## config.mk

```make
export PLATFORM = sky130hd
export DESIGN_NAME = axil_intr_ctrl
export DESIGN_NICKNAME = d
export VERILOG_FILES = /design/src/rtl/axil_intr_ctrl.sv
export SDC_FILE = /design/constraint.sdc
export NUM_CORES = 1
export LEC_CHECK = 0
export CORE_MARGIN = 2
export CORE_UTILIZATION = 35
export CTS_CLUSTER_DIAMETER = 100
export DETAILED_ROUTE_END_ITERATION = 7
export GPL_TIMING_DRIVEN = 0
export PLACE_DENSITY = 0.81
export RECOVER_POWER = 50
export SYNTH_ARGS = -nofsm -noshare
export SYNTH_HDL_FRONTEND = slang
export SYNTH_SLANG_ARGS = --single-unit
```

## constraint.sdc

```tcl
create_clock -name S_AXI_ACLK -period 2.9 [get_ports S_AXI_ACLK]
set_input_delay 0.29 -clock S_AXI_ACLK [delete_from_list [all_inputs] [get_ports S_AXI_ACLK]]
set_output_delay 0.29 -clock S_AXI_ACLK [all_outputs]
set_load 0.02 [all_outputs]
```

## src/rtl/axil_intr_ctrl.sv

```systemverilog
// AXI4-Lite interrupt controller with synchronised edge/level sources and a combined irq.
// Define INTR_SOFT_TRIGGER_EN to build the ITR soft-trigger register at offset 0x14.
module axil_intr_ctrl #(
  parameter int NUM_IRQ            = 4,
  parameter int C_S_AXI_DATA_WIDTH = 32,
  parameter int C_S_AXI_ADDR_WIDTH = 5,
  parameter int IRQ_ACTIVE_STATE   = 1,
  parameter int SYNC_STAGES        = 2
) (
  input  logic                              S_AXI_ACLK,
  input  logic                              S_AXI_ARESETN,
  input  logic [C_S_AXI_ADDR_WIDTH-1:0]     S_AXI_AWADDR,
  input  logic [2:0]                        S_AXI_AWPROT,
  input  logic                              S_AXI_AWVALID,
  output logic                              S_AXI_AWREADY,
  input  logic [C_S_AXI_DATA_WIDTH-1:0]     S_AXI_WDATA,
  input  logic [C_S_AXI_DATA_WIDTH/8-1:0]   S_AXI_WSTRB,
  input  logic                              S_AXI_WVALID,
  output logic                              S_AXI_WREADY,
  output logic [1:0]                        S_AXI_BRESP,
  output logic                              S_AXI_BVALID,
  input  logic                              S_AXI_BREADY,
  input  logic [C_S_AXI_ADDR_WIDTH-1:0]     S_AXI_ARADDR,
  input  logic [2:0]                        S_AXI_ARPROT,
  input  logic                              S_AXI_ARVALID,
  output logic                              S_AXI_ARREADY,
  output logic [C_S_AXI_DATA_WIDTH-1:0]     S_AXI_RDATA,
  output logic [1:0]                        S_AXI_RRESP,
  output logic                              S_AXI_RVALID,
  input  logic                              S_AXI_RREADY,
  input  logic [NUM_IRQ-1:0]                intr_in,
  output logic                              irq
);

  localparam int   IW     = C_S_AXI_ADDR_WIDTH - 2;
  localparam logic IRQ_ON = 1'(IRQ_ACTIVE_STATE);

  typedef enum logic [2:0] {
    REG_GIE = 3'd0, REG_IER = 3'd1, REG_ISR = 3'd2, REG_IAR = 3'd3,
    REG_IPR = 3'd4, REG_ITR = 3'd5, REG_IMR = 3'd6
  } reg_e;

  function automatic logic hit(input logic [IW-1:0] idx, input reg_e r);
    return idx == IW'(r);
  endfunction

  logic                             wr_ready, b_valid, ar_ready, r_valid, irq_q;
  logic [31:0]                      r_data, rd_mux, wmask;
  logic                             gie;
  logic [NUM_IRQ-1:0]               ier, isr, imr, sync_prev;
  logic [SYNC_STAGES-1:0][NUM_IRQ-1:0] sync_ff;
  logic [NUM_IRQ-1:0]               sync_q, rise, trig, isr_set, isr_clr, isr_next;
  logic [NUM_IRQ-1:0]               wdata_n, wkeep;
  logic [IW-1:0]                    wsel, rsel;
  logic                             wr_en;

  wire unused = ^{S_AXI_AWPROT, S_AXI_ARPROT, S_AXI_AWADDR[1:0], S_AXI_ARADDR[1:0], S_AXI_WDATA};

  assign wr_en   = wr_ready & S_AXI_AWVALID & S_AXI_WVALID;
  assign wsel    = S_AXI_AWADDR[C_S_AXI_ADDR_WIDTH-1:2];
  assign rsel    = S_AXI_ARADDR[C_S_AXI_ADDR_WIDTH-1:2];
  assign sync_q  = sync_ff[SYNC_STAGES-1];
  assign wdata_n = S_AXI_WDATA[NUM_IRQ-1:0];
  assign wkeep   = wmask[NUM_IRQ-1:0];

  always_comb begin
    for (int b = 0; b < 4; b++) wmask[8*b +: 8] = {8{S_AXI_WSTRB[b]}};
  end

`ifdef INTR_SOFT_TRIGGER_EN
  assign trig = (wr_en && hit(wsel, REG_ITR)) ? (wdata_n & wkeep) : '0;
`else
  assign trig = '0;
`endif

  // A set event on the same edge as an acknowledge wins, so no interrupt is lost.
  always_comb begin
    rise     = sync_q & ~sync_prev;
    isr_set  = (imr & rise) | (~imr & sync_q) | trig;
    isr_clr  = (wr_en && hit(wsel, REG_IAR)) ? (wdata_n & wkeep) : '0;
    isr_next = (isr & ~isr_clr) | isr_set;
  end

  always_comb begin
    // NOTE: default every output of a combinational block first; a path that skips an assignment infers a latch.
    rd_mux = '0;
    case (rsel)
      IW'(REG_GIE): rd_mux[0]           = gie;
      IW'(REG_IER): rd_mux[NUM_IRQ-1:0] = ier;
      IW'(REG_ISR): rd_mux[NUM_IRQ-1:0] = isr;
      IW'(REG_IPR): rd_mux[NUM_IRQ-1:0] = isr & ier;
      IW'(REG_IMR): rd_mux[NUM_IRQ-1:0] = imr;
      default:      rd_mux              = '0;
    endcase
  end

  always_ff @(posedge S_AXI_ACLK or negedge S_AXI_ARESETN) begin
    if (!S_AXI_ARESETN) begin
      // NOTE: sequential state uses non-blocking assignments so every flop samples pre-edge values.
      wr_ready <= 1'b0;
      b_valid  <= 1'b0;
      ar_ready <= 1'b0;
      r_valid  <= 1'b0;
      r_data   <= '0;
    end else begin
      wr_ready <= S_AXI_AWVALID && S_AXI_WVALID && !b_valid && !wr_ready;
      if (wr_en)                       b_valid <= 1'b1;
      else if (b_valid && S_AXI_BREADY) b_valid <= 1'b0;

      ar_ready <= S_AXI_ARVALID && !r_valid && !ar_ready;
      if (ar_ready && S_AXI_ARVALID) begin
        r_valid <= 1'b1;
        r_data  <= rd_mux;
      end else if (r_valid && S_AXI_RREADY) begin
        r_valid <= 1'b0;
      end
    end
  end

  always_ff @(posedge S_AXI_ACLK or negedge S_AXI_ARESETN) begin
    if (!S_AXI_ARESETN) begin
      sync_ff   <= '0;
      sync_prev <= '0;
      gie       <= 1'b0;
      ier       <= '0;
      imr       <= '0;
      isr       <= '0;
      irq_q     <= ~IRQ_ON;
    end else begin
      sync_ff   <= {sync_ff[SYNC_STAGES-2:0], intr_in};
      sync_prev <= sync_q;
      if (wr_en && hit(wsel, REG_GIE) && S_AXI_WSTRB[0]) gie <= S_AXI_WDATA[0];
      if (wr_en && hit(wsel, REG_IER)) ier <= (ier & ~wkeep) | (wdata_n & wkeep);
      if (wr_en && hit(wsel, REG_IMR)) imr <= (imr & ~wkeep) | (wdata_n & wkeep);
      isr   <= isr_next;
      irq_q <= (gie && |(isr & ier)) ? IRQ_ON : ~IRQ_ON;
    end
  end

  assign S_AXI_AWREADY = wr_ready;
  assign S_AXI_WREADY  = wr_ready;
  assign S_AXI_BVALID  = b_valid;
  assign S_AXI_BRESP   = 2'b00;
  assign S_AXI_ARREADY = ar_ready;
  assign S_AXI_RVALID  = r_valid;
  assign S_AXI_RDATA   = r_data;
  assign S_AXI_RRESP   = 2'b00;
  assign irq           = irq_q;

endmodule

```

# [Word-level counts from Yosys, hierarchy flattened]
# Index checks and enable logic that the tools add are counted.
[totals] register_bits=34 input_bits=63 out_inout_bits=42 wordCells=69
[op_classes] n_eq_ne=7 muxes=8 n_bitwise=18 reduce_logical=23
[ops] op="AND 4 bit" count=8
[ops] op="inverter 4 bit" count=4
[ops] op="bitwise OR 4 bit" count=4
[ops] op="logical AND 1 bit" count=14
[ops] op="one-hot mux 3 bit (4 select lines)" count=1
[ops] op="== test 3 bit, second input constant" count=3
[ops] op="== test 3 x 1 -> 1 bit, second input constant" count=2
[ops] op="== test 3 x 2 -> 1 bit, second input constant" count=2
[ops] op="logical NOT 3 bit" count=2
[ops] op="two-way mux 1 bit" count=5
[ops] op="one-hot mux 1 bit (5 select lines)" count=1
[ops] op="logical NOT 1 bit" count=4
[ops] op="two-way mux 4 bit" count=1
[ops] op="nonzero test 2 bit" count=2
[ops] op="OR reduction 4 bit" count=1
[ops] op="AND 1 bit" count=2

# [Logic depth before layout (Yosys ltp)]
[depth] word_depth=7 ltp_mapped=4 ltp_nobuf=3

# [Worst setup path before layout]
# No wires, ideal clock.
[synth_path] kind="flip-flop to flip-flop" start="reg wr_ready, in the netlist S_AXI_AWREADY" end="reg (tool-made name)" setup_ns=0.125 t_arrival_ns=1.375 required_ns=2.775 path_slack_ns=1.400 path_stages_with_launch=4 n_path_buf=0 synth_period_minus_slack_ns=1.500 cell_sequence="dfrtp_1 nand4_4 nor4b_4 mux2_2"
[synth_lines] element="start, declared" line="47" rtl="logic wr_ready, b_valid, ar_ready, r_valid, irq_q;"
[synth_lines] element="start signal, assigned" line="106" rtl="wr_ready <= S_AXI_AWVALID && S_AXI_WVALID && !b_valid && !wr_ready;"

# [Worst setup path in the final report]
[layout_path] start="reg wr_ready, in the netlist S_AXI_AWREADY" end="out S_AXI_WREADY"
[layout_lines] element="end, declared" line="19" rtl="output logic S_AXI_WREADY,"
# No word-level cell between the ends.

==> results.md <==
- The flow ran to the end, but the final reports show violations.
- The checks that failed: max-capacitance violations, max-slew violations.
- Pin placement for this block handled approximately 110 I/O pins.
- The time the worst path needs with I/O delays and setup is 1740 ps.
- The number of inserted diodes is 0.
- The maximum vdd drop is around 0.00026 V.
- The required arrival time at the worst endpoint is 2610 ps.
- The final worst hold slack is 350 ps.
- After synthesis, the most frequently instantiated cells are sky130_fd_sc_hd__dfrtp_1 (34), sky130_fd_sc_hd__buf_4 (33), sky130_fd_sc_hd__nand2_1 (17), sky130_fd_sc_hd__mux2_2 (10), sky130_fd_sc_hd__a31oi_1 (8).
- The post-placement cell area is 2110 µm².
- The first routing iteration left 57 violations.
- Clock tree synthesis selected as its root buffer the cell sky130_fd_sc_hd__clkbuf_8.
- The count of flip-flops with a built-in enable after synthesis is 0.
- The final count of hold timing violations was 0.
- The highest fanout seen on the critical path is 5.
- Headroom to the max-slew limit came out at -0.165.
- The routed design has just under 3000 µm of wire.
- For the worst setup path, the data arrival time is 1450 ps.
- From bottom edge to top edge, the die measures between 70 and 80 µm.
- The nature of the critical path startpoint is a flip-flop.
- Ranked by total cell area, the synthesized netlist is headed by sky130_fd_sc_hd__dfrtp_1 (52%), sky130_fd_sc_hd__buf_4 (15%), sky130_fd_sc_hd__mux2_2 (6.9%).
- Each instance of the synthesized netlist takes up on average 11.2 µm².
- The detail-routed net length per standard cell is 10.8 µm.
- The area of the multi-input gates is about 630 µm².
- The mapped netlist covers 1630 µm².
- The count of mapped cells out of synthesis is 146.
- For the worst-skew pair, the clock arrives at the later sink with an insertion delay of 280 ps.
- Traced cell by cell, the critical path runs through buf_4 > clkdlybuf4s50_1.
- The count of yosys warnings during synthesis is 0.
- The slowest stage cell on the critical path is sky130_fd_sc_hd__clkdlybuf4s50_1.
- The horizontal die dimension is 72.3 µm.
- The post-route cell area is roughly 2200 µm².
- The initial antenna violation count was 0.
- The static leakage is 1.03 nW.
- Buffers inserted to repair hold after CTS numbered 0.
- Timing would allow up to 576 MHz.
- For this run, the total global-route usage over all layers was measured as 0.118.
- The die covers 5230 µm².
- The post-route antenna net violation count is 0.
- The share of the Yosys chip area taken by registers is 0.521.
- Port buffering added 30 buffers.
- The level count of the clock H-tree is 2.
- The largest single stage delay on the critical path is 590 ps.
- After the last flow step, the layout net total stands at 277.
- The global route total overflow is 0.
- The detailed placer's ending HPWL is 2160 µm.
- The pin count of the biggest net entering global routing is 35.
- The tool flagged a number of max-cap violations equal to 1.
- The register clock-pin slew on the reported worst setup and hold paths is about 60 ps.
- The most used flip-flop cell after synthesis is sky130_fd_sc_hd__dfrtp_1.
- The worst hold path belongs to the class flip-flop to flip-flop.
- The netlist uses 28 different library cells.
- The number of fill cells is 409.
- The area occupied by registers is about 850 µm².
- The vias after detailed routing is 1134.
- The share of post-route cells with drive strength above 1 is 0.257.
- The category of the most critical setup path is flip-flop to output pin.
- The core outline area is 4410 µm².
- The worst setup path is captured at an output pin.
- Setup repair after global routing left no endpoint under its margin.
- The setup clock skew after layout is around 5.7 ps.
- The most numerous cell in the Yosys netlist is sky130_fd_sc_hd__dfrtp_1.
- The first-pass GRT wire length is 4770 µm.
- The library cell with the largest summed area after synthesis is sky130_fd_sc_hd__dfrtp_1.
- The TritonCTS clock tree is done.
- Row generation in the floorplan step produced 24 rows.
- The number of max-slew violations in the final report is 35.
- The initial utilization of the core area, before any placement, comes to 0.370.
- In this run the power density over the cells is 504 nW/µm².
- The number of optimization iterations in the first detailed-route pass is 4.
- The remaining design rule violation count is 0.
- For the pin with the worst max-slew slack, the measured transition is 1750 ps.
- The via count of the first global-routing pass is 1073.
- The final-layout setup total negative slack is 0 ps.
- The clock drives 34 sinks.
- The growth of design area from synthesis to finish is 33.9%.
- Counting along the longest clock path gives a buffer depth of 2.
- Of all flip-flops after synthesis, the portion carrying an async set or reset was 1.00.
- The share of the clock period used by the worst path is 0.598.
- The post-CTS setup repair buffer count is 0.
- Setup violations remaining at the end of the flow were counted as 0.
- The post-cts repair resize count is 0.
- Routability-driven placement finished with a final weighted congestion of approximately 0.81.
- The share of synthesized area in the top cell type comes to 0.521.
- The average vias per placed instance is ~4.3.
- The number of clock buffers inserted by TritonCTS is 5.
- In this run, synthesis produced a sequential element count of 34.
## final timing paths
kind	to	cells after the start	start	slack [ps]
worst max-delay path	S_AXI_WREADY	2	S_AXI_AWREADY$_DFF_PN0_	1160
worst min-delay path	sync_q[2]$_DFF_PN0_	0	sync_ff[2]$_DFF_PN0_	350
min in group asynchronous	S_AXI_BVALID$_DFFE_PN0P_	1	S_AXI_ARESETN	470
max in group asynchronous	asynchronous set/reset pin	1	S_AXI_ARESETN	1430
worst min register to register	sync_q[2]$_DFF_PN0_	0	sync_ff[2]$_DFF_PN0_	350
worst max register to register	flip-flop	3	S_AXI_AWREADY$_DFF_PN0_	1430
## worst max-delay path: cells and delay by family (launching register included)
kind     cells  cell delay [ps]
flops        1              440
buf+inv      2              730
## final cells by class
class / count / share of cell area
plain buffers: 36 / 0.119
clock buffers: 5 / 0.0314
clock inverters: 2 / 0.00457
inverters: 3 / 0.00515
multi-input cells: 104 / 0.287
flip-flops and latches: 34 / 0.389
well taps: 52 / 0.0297
repair buffers: 30 / 0.134
## report_power, final
group,total [mW],internal [mW],switching (mW)
registers,0.537,0.513,0.0241
clock network,0.320,0.161,0.160
logic,0.245,0.120,0.125
## cells in the final DEF (no fill, tap or decap), types with 2 or more instances in the layout
cell	netlist	layout
sky130_fd_sc_hd__dfrtp_1	34	34
sky130_fd_sc_hd__buf_4	33	33
sky130_fd_sc_hd__conb_1	1	32
sky130_fd_sc_hd__clkdlybuf4s50_1	0	25
sky130_fd_sc_hd__nand2_1	17	17
sky130_fd_sc_hd__mux2_2	10	10
sky130_fd_sc_hd__a31oi_1	8	8
sky130_fd_sc_hd__a21oi_1	7	7
sky130_fd_sc_hd__nor2_1	6	6
sky130_fd_sc_hd__clkbuf_8	0	5
sky130_fd_sc_hd__nand3b_1	4	4
sky130_fd_sc_hd__dlygate4sd3_1	0	4
sky130_fd_sc_hd__inv_1	3	3
sky130_fd_sc_hd__clkbuf_1	2	3
sky130_fd_sc_hd__a311o_1	3	3
sky130_fd_sc_hd__nor3b_1	2	2
sky130_fd_sc_hd__a22oi_1	2	2
sky130_fd_sc_hd__clkinv_2	0	2
## logic make-up (layout without fill, tap and decap cells)
| family | after synthesis | count (layout) | share of synthesized area |
|---|---|---|---|
| other cells | 1 | 32 | 0.00229 |
| mux | 10 | 10 | 0.0689 |
| buf+inv | 39 | 76 | 0.166 |
| simple gates | 37 | 37 | 0.139 |
| flops | 34 | 34 | 0.521 |
| compound gates | 25 | 25 | 0.103 |
## per-layer routing
| metal | routed length, µm | global-route usage | vias to the layer above | share of wire |
|---|---|---|---|---|
| met5 | 0 | 0 | - | 0 |
| met4 | 37 | 0.0377 | 0 | 0.013 |
| met3 | 210 | 0.0472 | 4 | 0.073 |
| met2 | 1440 | 0.195 | 35 | 0.50 |
| met1 | 1200 | 0.140 | 520 | 0.42 |
| li1 | - | - | 575 | - |
## metrics by stage
step                      instances   util  worst slack (ps)  power [mW]
after floorplan                 177      -              1400       0.692
after global placement          259  0.479               853       0.787
after detailed placement        259  0.478              1000       0.792
after CTS                       266  0.496              1150        1.11
after global routing            266  0.496              1010        1.16
final                           266  0.496              1160        1.10
(Power assumes the default switching activity.)
==> RTL change: new RTL, config.mk and constraints unchanged <==
`C_S_AXI_ADDR_WIDTH`: 5 -> 6.
--- a/src/rtl/axil_intr_ctrl.sv
+++ b/src/rtl/axil_intr_ctrl.sv
@@ -5,3 +5,3 @@
   parameter int C_S_AXI_DATA_WIDTH = 32,
-  parameter int C_S_AXI_ADDR_WIDTH = 5,
+  parameter int C_S_AXI_ADDR_WIDTH = 6,
   parameter int IRQ_ACTIVE_STATE   = 1,
Ports: changed (resized S_AXI_ARADDR and S_AXI_AWADDR); port bits go from 105 to 107. No check against the original RTL was run, so the function may have changed too.
==> RTL change against the unedited design <==
  * Die area shrank 0.58%
  * The flow still finishes with violations (capacitance limit, slew limit)
  * Register-to-register slack got worse by 0.34 ns
  * Power shrank 5.8%
  * Wire length shrank 1.9%
  * Synthesized area fell by 0.61%
  * Cell area grew 1.0%
  * Sequential cell count is the same
  * Largest cell class unchanged
  * Worst setup slack got worse by 0.16 ns
==> RTL change: results (changes against the unedited design) <==
| Metric | Value |
|---|---|
| Place WS | `0.691 ns (-0.310 ns)` |
| Port Buf Inserts | `32 (+6.7%)` |
| Synth Instances | `153 (+4.8%)` |
| Logic inverters | `4 (+1)` |
| Fillers | `414 (+1.2%)` |
| CP top delay family | `simple AND/OR/NAND/NOR gates` |
| Top post-synthesis cells by count | `dfrtp_1, buf_4, nand2_1` |
| Area occupied by multi-input gates | `619 sq um (-1.4%)` |
| Final Max Tran Viols | `35 (unchanged)` |
| Sequential cell fraction of total power | `0.488 (about the same)` |
| Clock Power Share | `0.340 (+0.049)` |
| Non-clock buffering overhead | `0.257 (+0.00421)` |
| CP arrival | `2.05 ns (+0.60 ns)` |
| Seq/total area | `0.385 (-0.00396)` |
| Signal buffers | `67 (+1.5%)` |
| Routed wl met3 | `240 microns (+14%)` |
| Post-Place Cells | `268 (+3.5%)` |
| Clock skew | `0.0111 ns (+0.00544 ns)` |
| Failing checks | `capacitance limit, slew limit` |
| Net Sw Frac | `0.257 (-0.0227)` |
| GR Layer Usage met1 | `0.145 (+0.00444)` |
| Sequential share of the synthesized area | `0.524 (+0.00321)` |
| Synth top area cells | `dfrtp_1, buf_4, mux2_2` |
| Clock buffer count | `7 (+2)` |
| Routed vias | `1184 (+4.4%)` |
| Max Cap Violations | `1 (unchanged)` |
| Outcome | `complete, but fails checks` |
| Crit Path Max Fanout | `4 (-1)` |
| Mux share of post-synthesis cell area | `0.0686 (-0.000346)` |
| Iter 0 DRT Violations | `62 (+8.8%)` |
| Slew HR | `-0.159 (+0.00557)` |
| Max incr delay on CP | `0.50 ns (-0.09 ns)` |
| Cell-internal power | `772 uW (-2.9%)` |
| Gpl congestion | `0.801 (-0.99%)` |
| All-layer global routing usage | `0.114 (-0.00358)` |
| M3 GR Usage | `0.0375 (-0.00972)` |
| Final net count | `288 (+4.0%)` |
| Wire per inst | `10.3 microns (-5.5%)` |
| Non-Filler Instances | `276 (+3.8%)` |
| Worst VDD drop | `277 uV (+6.9%)` |
| First-pass GRT wire length | `4.57 mm (-4.2%)` |
| Number of global-route vias before repair | `995 (-7.3%)` |
| Leak pwr | `0.00103 uW (+0.19%)` |
| Fraction of layout cells with a size suffix above 1 | `0.228 (-0.0293)` |
| Final clock-cell share | `0.0413 (+0.00529)` |
-- RTL change: changes by cell type in the layout (fill, tap and decap cells not counted), sizes merged, moves of 2 or more --
cell and change:
a22o +5, nand3b -3, clkdlybuf4s50 +2, a21oi -6, a31oi -8, nand2 +9
nor2 -2, o21ai +8, nor4 +2, a311o -3, clkbuf +2, nor2b +2
-- RTL change: worst paths after layout --
| kind | from | end | slack, ns | depth (start not counted) |
|---|---|---|---|---|
| min in group asynchronous | S_AXI_ARESETN | S_AXI_RDATA[2]$_DFFE_PN0P_ | 0.45 | 1 |
| worst max register to register | S_AXI_AWREADY$_DFF_PN0_ | register | 1.09 | 4 |
| worst max-delay path | S_AXI_WVALID | register | 1.01 | 5 |
| worst min register to register | sync_ff[3]$_DFF_PN0_ | sync_q[3]$_DFF_PN0_ | 0.35 | 0 |
| worst min-delay path | sync_ff[3]$_DFF_PN0_ | sync_q[3]$_DFF_PN0_ | 0.35 | 0 |
| max in group asynchronous | S_AXI_ARESETN | async pin | 1.43 | 1 |
